[src/rtl/operand_reg_bank.sv]
// Eight-entry general register bank feeding the Op1/Op2 operand latches.
// Two registered operand reads per request, one write-back per cycle with bypass, pending-destination scoreboard.
module operand_reg_bank #(
  parameter int unsigned WIDTH = 16,
  parameter int unsigned NREG  = 8
) (
  input  logic             clk,
  input  logic             rst_n,
  input  logic             rd_req,
  input  logic [2:0]       Op1_sel,
  input  logic [2:0]       Op2_sel,
  output logic             rd_ready,
  output logic             rd_valid,
  output logic [WIDTH-1:0] Op1_datafromReg,
  output logic [WIDTH-1:0] Op2_datafromReg,
  input  logic             rsv_en,
  input  logic [2:0]       rsv_sel,
  input  logic             wr_en,
  input  logic [2:0]       wr_sel,
  input  logic [WIDTH-1:0] wr_data,
  output logic [NREG-1:0]  pending,
  output logic             sel_err,
  output logic [WIDTH-1:0] acc_out
);

  logic [WIDTH-1:0] regs [NREG];
  logic [NREG-1:0]  pend_next;
  logic             wr_hit1, wr_hit2;
  logic             busy1, busy2;
  logic [WIDTH-1:0] op1_fwd, op2_fwd;

  function automatic logic [WIDTH-1:0] rst_val(int unsigned idx);
    case (idx)
      0:       return WIDTH'(10);
      1:       return WIDTH'(1000);
      2:       return WIDTH'(100);
      3:       return WIDTH'(1);
      4:       return WIDTH'(10000);
      5:       return WIDTH'(0);
      6:       return WIDTH'(500);
      7:       return WIDTH'(5000);
      default: return '0;
    endcase
  endfunction

  // A write landing this cycle both releases a pending operand and supplies its data.
  always_comb begin
    wr_hit1  = wr_en && (wr_sel == Op1_sel);
    wr_hit2  = wr_en && (wr_sel == Op2_sel);
    busy1    = pending[Op1_sel] && !wr_hit1;
    busy2    = pending[Op2_sel] && !wr_hit2;
    rd_ready = rd_req && (Op1_sel != Op2_sel) && !busy1 && !busy2;
    op1_fwd  = wr_hit1 ? wr_data : regs[Op1_sel];
    op2_fwd  = wr_hit2 ? wr_data : regs[Op2_sel];
  end

  // Reservation is applied after the write clear so a same-index reserve wins.
  always_comb begin
    pend_next = pending;
    if (wr_en)  pend_next[wr_sel]  = 1'b0;
    if (rsv_en) pend_next[rsv_sel] = 1'b1;
  end

  always_ff @(posedge clk or negedge rst_n) begin
    if (!rst_n) begin
      for (int unsigned i = 0; i < NREG; i++) regs[i] <= rst_val(i);
      pending         <= '0;
      rd_valid        <= 1'b0;
      Op1_datafromReg <= '0;
      Op2_datafromReg <= '0;
      sel_err         <= 1'b0;
    end else begin
      if (wr_en) regs[wr_sel] <= wr_data;
      pending  <= pend_next;
      rd_valid <= rd_ready;
      if (rd_ready) begin
        Op1_datafromReg <= op1_fwd;
        Op2_datafromReg <= op2_fwd;
      end
      if (rd_req && (Op1_sel == Op2_sel)) sel_err <= 1'b1;
    end
  end

  assign acc_out = regs[0];

endmodule

[config.mk]
export PLATFORM = sky130hd
export DESIGN_NAME = operand_reg_bank
export DESIGN_NICKNAME = d
export VERILOG_FILES = /design/src/rtl/operand_reg_bank.sv
export SDC_FILE = /design/constraint.sdc
export NUM_CORES = 1
export LEC_CHECK = 0
export BUFFER_PORTS_ARGS = -buffer_cell sky130_fd_sc_hd__buf_2
export CAP_MARGIN = 20
export CORE_MARGIN = 2
export CORE_UTILIZATION = 55
export DETAILED_ROUTE_END_ITERATION = 8
export PLACE_DENSITY_LB_ADDON = 0.1
export RECOVER_POWER = 100
export SLEW_MARGIN = 20
export SYNTH_ARGS = -nofsm -noshare
export SYNTH_HDL_FRONTEND = slang
export SYNTH_SLANG_ARGS = --single-unit
[constraint.sdc]
create_clock -name clk -period 5.92 [get_ports clk]
set_input_delay 0.296 -clock clk [delete_from_list [all_inputs] [get_ports clk]]
set_output_delay 0.296 -clock clk [all_outputs]
set_load 0.1 [all_outputs]
# [Yosys cells after proc, flatten, opt, wreduce, memory -nomap -nowiden]
# Cells that the tools add are included.
[word_totals] word_cells=69 inputBits=33 output_inout_bits=59 reg_bits=170
[classes] eq_ne=4 bitwise=6 n_mux=21 order_cmp=10 n_reduce_logical=15
[op_table] operator="128-bit bitwise mux" n=1
[op_table] operator="16-bit two-way mux" n=7
[op_table] operator="16-bit binary-select mux with 3-bit select" n=2
[op_table] operator="16-bit demux with 3-bit select" n=1
[op_table] operator="3-bit by 4-bit < comparator with 1-bit output (second input constant)" n=4
[op_table] operator="8-bit two-way mux" n=2
[op_table] operator="4-bit greater-or-equal comparator (second input constant)" n=3
[op_table] operator="3-bit NOT with 4-bit output" n=3
[op_table] operator="1-bit logical AND" n=11
[op_table] operator="3-bit equality test" n=3
[op_table] operator="8-bit bitwise AND" n=1
[op_table] operator="8-bit NOT" n=1
[op_table] operator="8-bit bitwise OR" n=1
[op_table] operator="1-bit binary-select mux with 3-bit select" n=2
[op_table] operator="1-bit demux with 3-bit select" n=2
[op_table] operator="3-bit by 1-bit greater-or-equal comparator with 1-bit output (second input constant)" n=2
[op_table] operator="1-bit logical NOT" n=4
[op_table] operator="4-bit by 1-bit < comparator with 1-bit output (second input constant)" n=1
[op_table] operator="1-bit two-way mux" n=4
[op_table] operator="3-bit != test" n=1

# [Logic depth before layout (Yosys ltp)]
[logic_depth] depth_word=9 mapped_depth=7 ltp_nobuf=5

# [Worst setup path before layout]
# OpenSTA, ideal clock, no wires.
[synth_path] kind="register -> output" from="reg pending[7]" to="out rd_ready" stages_incl_launch_ff=7 t_arrival_ps=2758 t_required_ps=5624 slack_ps=2866 n_path_buf=1 path_cell_list="dfrtp_1 > mux4_2 > mux2_2 > a22oi_1 > nand3_2 > buf_6 > inv_1"
[synth_via] elab_chain_len=6 word_cells_on_any_way=10 cone_classes="4 x mux; 6 x reduce/logical"
[synth_lines] element="from (decl)" line="21" rtl="output logic [NREG-1:0] pending,"
[synth_lines] element="from (signal assigned)" line="74" rtl="pending <= pend_next;"
[synth_lines] element="1-bit binary-select mux with 3-bit select" line="50" rtl="busy1 = pending[Op1_sel] && !wr_hit1;"
[synth_lines] element="1-bit two-way mux (not written as such)" line="50"
[synth_lines] element="1-bit logical AND" line="50"
[synth_lines] element="1-bit logical NOT" line="52" rtl="rd_ready = rd_req && (Op1_sel != Op2_sel) && !busy1 && !busy2;"
[synth_lines] element="1-bit logical AND" line="52"
[synth_lines] element="1-bit logical AND (*)" line="52"
[synth_lines] element="to (decl)" line="12" rtl="output logic rd_ready,"
# Every way passes the cells marked *; elsewhere a longest branch is shown, timed or not. The select of a mux whose other input is x is not followed.

# [Worst setup path after layout]
[layout_path] from="in Op2_sel[1]" to="out rd_ready"
[layout_via] elab_chain_len=6 word_cells_on_any_way=11 cone_classes="2 x eq/ne; 2 x mux; 7 x reduce/logical"
[layout_lines] element="from (decl)" line="11" rtl="input logic [2:0] Op2_sel,"
[layout_lines] element="parallel branches: the longest is 5 deep, another holds 1-bit binary-select mux with 3-bit select"
[layout_lines] element="1-bit logical AND (*)" line="52"
# Every way passes the cells marked *. The select of a mux whose other input is x is not followed.

==> flow_summary.yaml <==
status:
  status: "finished, violations left"
  violations: "capacitance limit, slew limit"
clock_tree:
  htree_num_levels: 4
  clkLatencyLatePin_ns: 0.43
  cts_tree: "yes"
  cts_buffers: 17
  cts.repair.resized: 0
  clock-sinks: 170
  clk_pin_slew_ns: 0.06
  postCtsSetupRepairBufs: 0
  cts_root_buf: "clkbuf_16"
  ctsHoldBuffers: 0
  clockBufferDepth: 2
sta:
  finalMaxSlewViolations: 103
  fin_skew_ns: 0.00589
  hold_viol_final: 0
  maxSlewHeadroom_pct: -103
  fin_crit_sh_pct: 70.5
  timing.hold.ws_ns: 0.00443
  rsz0062_at_grt: "no"
  setup_viol: 0
  max_freq_ghz: 0.240
  period_minus_slack_ns: 4.17
  fin_tns_setup_ns: 0
  tightest_slew_ns: 3.05
route:
  post_drt_wl_per_cell_um: 22.7
  num_vias: 5401
  initialDrtViolationCount: 413
  drt_wl_total_mm: 20.3
  via_per_inst: 6.03
  drc: 0
  ant_nets: 0
  dr.pass1.iters: 5
place:
  place_area_um2: 9510
  dp_hpwl_mm: 12.5
  io_buffers: 91
  gp_congestion: 0.769
final_layout:
  final_util_pct: 61.5
  area_delta_synth_final_pct: 8.96
  layout.nets: 700
  antenna_cells: 0
  layout-drive-gt1-share_pct: 43.2
  stdcell_area_um2: 9850
global_route:
  grt_max_degree: 115
  grt_pass1_vias: 5738
  grt_first_pass_wirelength_mm: 32.8
  overflow: 0
  grt.total_usage_pct: 24.8
  antenna_found_initial: 0
logic_synthesis:
  synth_common_cells: "dfrtp_1 (142), mux2_2 (133), mux4_2 (68)"
  synth_top_area_share_pct: 39.3
  yosys-top-cells-area: "dfrtp_1 (39%), mux4_2 (17%), mux2_2 (17%)"
  async_reset_ff_share_pct: 100
  synth_seq_area_share_pct: 47.5
  synthFlopType: "dfrtp_1"
  ys_types: 28
  yosysMostFrequentCell: "dfrtp_1"
  yosysWarnings: 0
  synth-edff-count: 0
  ys_seq_elements: 170
  synth_area_per_cell_um2: 14.7
  synth_cells: 616
  synthesis.area_um2: 9040
  synth_fp_nets: 649
  post-synth-top-area-cell: "dfrtp_1"
power:
  vdd_drop_max_uv: 283
  power_mw: 4.77
  p_leak_nw: 4.05
  p_per_area_nw_per_um2: 484
setup_path:
  startpoint: "Op2_sel[1]"
  worstPathMaxFanout: 36
  crit_required_ns: 5.62
  cpMaxStageDelayCell: "clkbuf_1"
  slowest_delay_ns: 1.70
  cp_cell_sequence: "clkbuf_1, mux4_2, mux2_2, a22oi_1, nand3_2, inv_1, buf_2"
  end_kind: "output pin"
  critPathLaunchType: "input pin"
  worstPathArrival_ns: 3.88
  path_class: "input pin to output pin"
  r2r_start: "pending[5]$_DFF_PN0_"
floorplan:
  start_util_pct: 56.5
  die_h_um: 132
  io_pins: 92
  fp-row-count: 46
  core_um2: 16000
  fp.dieArea_um2: 17500
  die_x_um: 132
min_path:
  hold_class: "input pin to async pin"
flow_run:
  cap_violations: 3
[path summary, 6_finish.rpt]
kind,endpoint,slack (ns),depth (start not counted)
setup / recovery,rd_ready,1.75,7
hold / removal,Op1_datafromReg[1]$_DFFE_PN0P_,0.004,1
setup reg to reg,Op2_datafromReg[13]$_DFFE_PN0P_,3.17,6
hold reg to reg,Op2_datafromReg[11]$_DFFE_PN0P_,0.49,1
max in group asynchronous,regs[100]$_DFFE_PN0P_,2.49,2
min in group clk,pending[1]$_DFF_PN0_,0.13,2
[worst max-delay path, delay by kind of cell]
kind | cells | cell delay [ns]
buffers and inverters | 3 | 2.29
multiplexers | 2 | 0.95
AND/OR/NAND/NOR | 1 | 0.11
AO/OA/AOI/OAI | 1 | 0.22
[metrics by stage]
stage	setup slack, ns	cells
after detailed placement	2.78	864
final	1.75	895
after global placement	2.79	864
after global routing	1.60	895
after floorplan	2.87	616
after CTS	2.77	895
[sequential cells by signal (all words and copies together) (netlist names)]
name and flops:
Op1_datafromReg 16, rd_valid 1, regs 112, pending 8, sel_err 1, Op2_datafromReg 16, acc_out 16
[cell type report]
class	instances	area [um2]
tap	216	270
fill	1328	6150
sequential	170	4290
clock buffer	25	505
multi-input combinational	368	4240
clock inverter	6	63.8
timing repair buffer	105	457
inverter	5	18.8
[layer usage]
layer	up-vias	GRT usage, %	wire length (um)
met5	-	0	0
met4	0	8.30	367
met3	28	5.19	1010
met2	130	41.6	10300
met1	2849	32.5	8580
li1	2394	-	-
[cell usage in the layout, fill, tap and decap left out, types with 5 or more instances in the layout]
master     netlist  layout
clkbuf_1        26      73
mux4_2          68      68
nand2_1          7       7
clkbuf_16        0      17
mux2i_1         32      32
mux2_2         133     132
dfstp_2         28      28
mux2_1           0      29
inv_1            5       5
xnor2_1          9       9
a21oi_1         32      32
dfrtp_1        142     142
nor2_1          32      32
clkbuf_8         0       6
buf_2            9      29
[logic make-up after synthesis]
family / share of synthesized area (%)
muxes: 41.9
DFF: 47.5
buffers and inverters: 4.32
and+or+nand+nor: 2.95
AOI/OAI and AO/OA: 2.52
xor gates and xnor gates: 0.872
[power by group]
part / switching, mW / total (mW) / leakage [nW] / internal (mW)
clock network: 0.441 / 1.07 / 0.275 / 0.632
registers: 0.221 / 1.73 / 2.00 / 1.51
logic: 1.43 / 1.96 / 1.78 / 0.529
(Power assumes the default switching activity.)
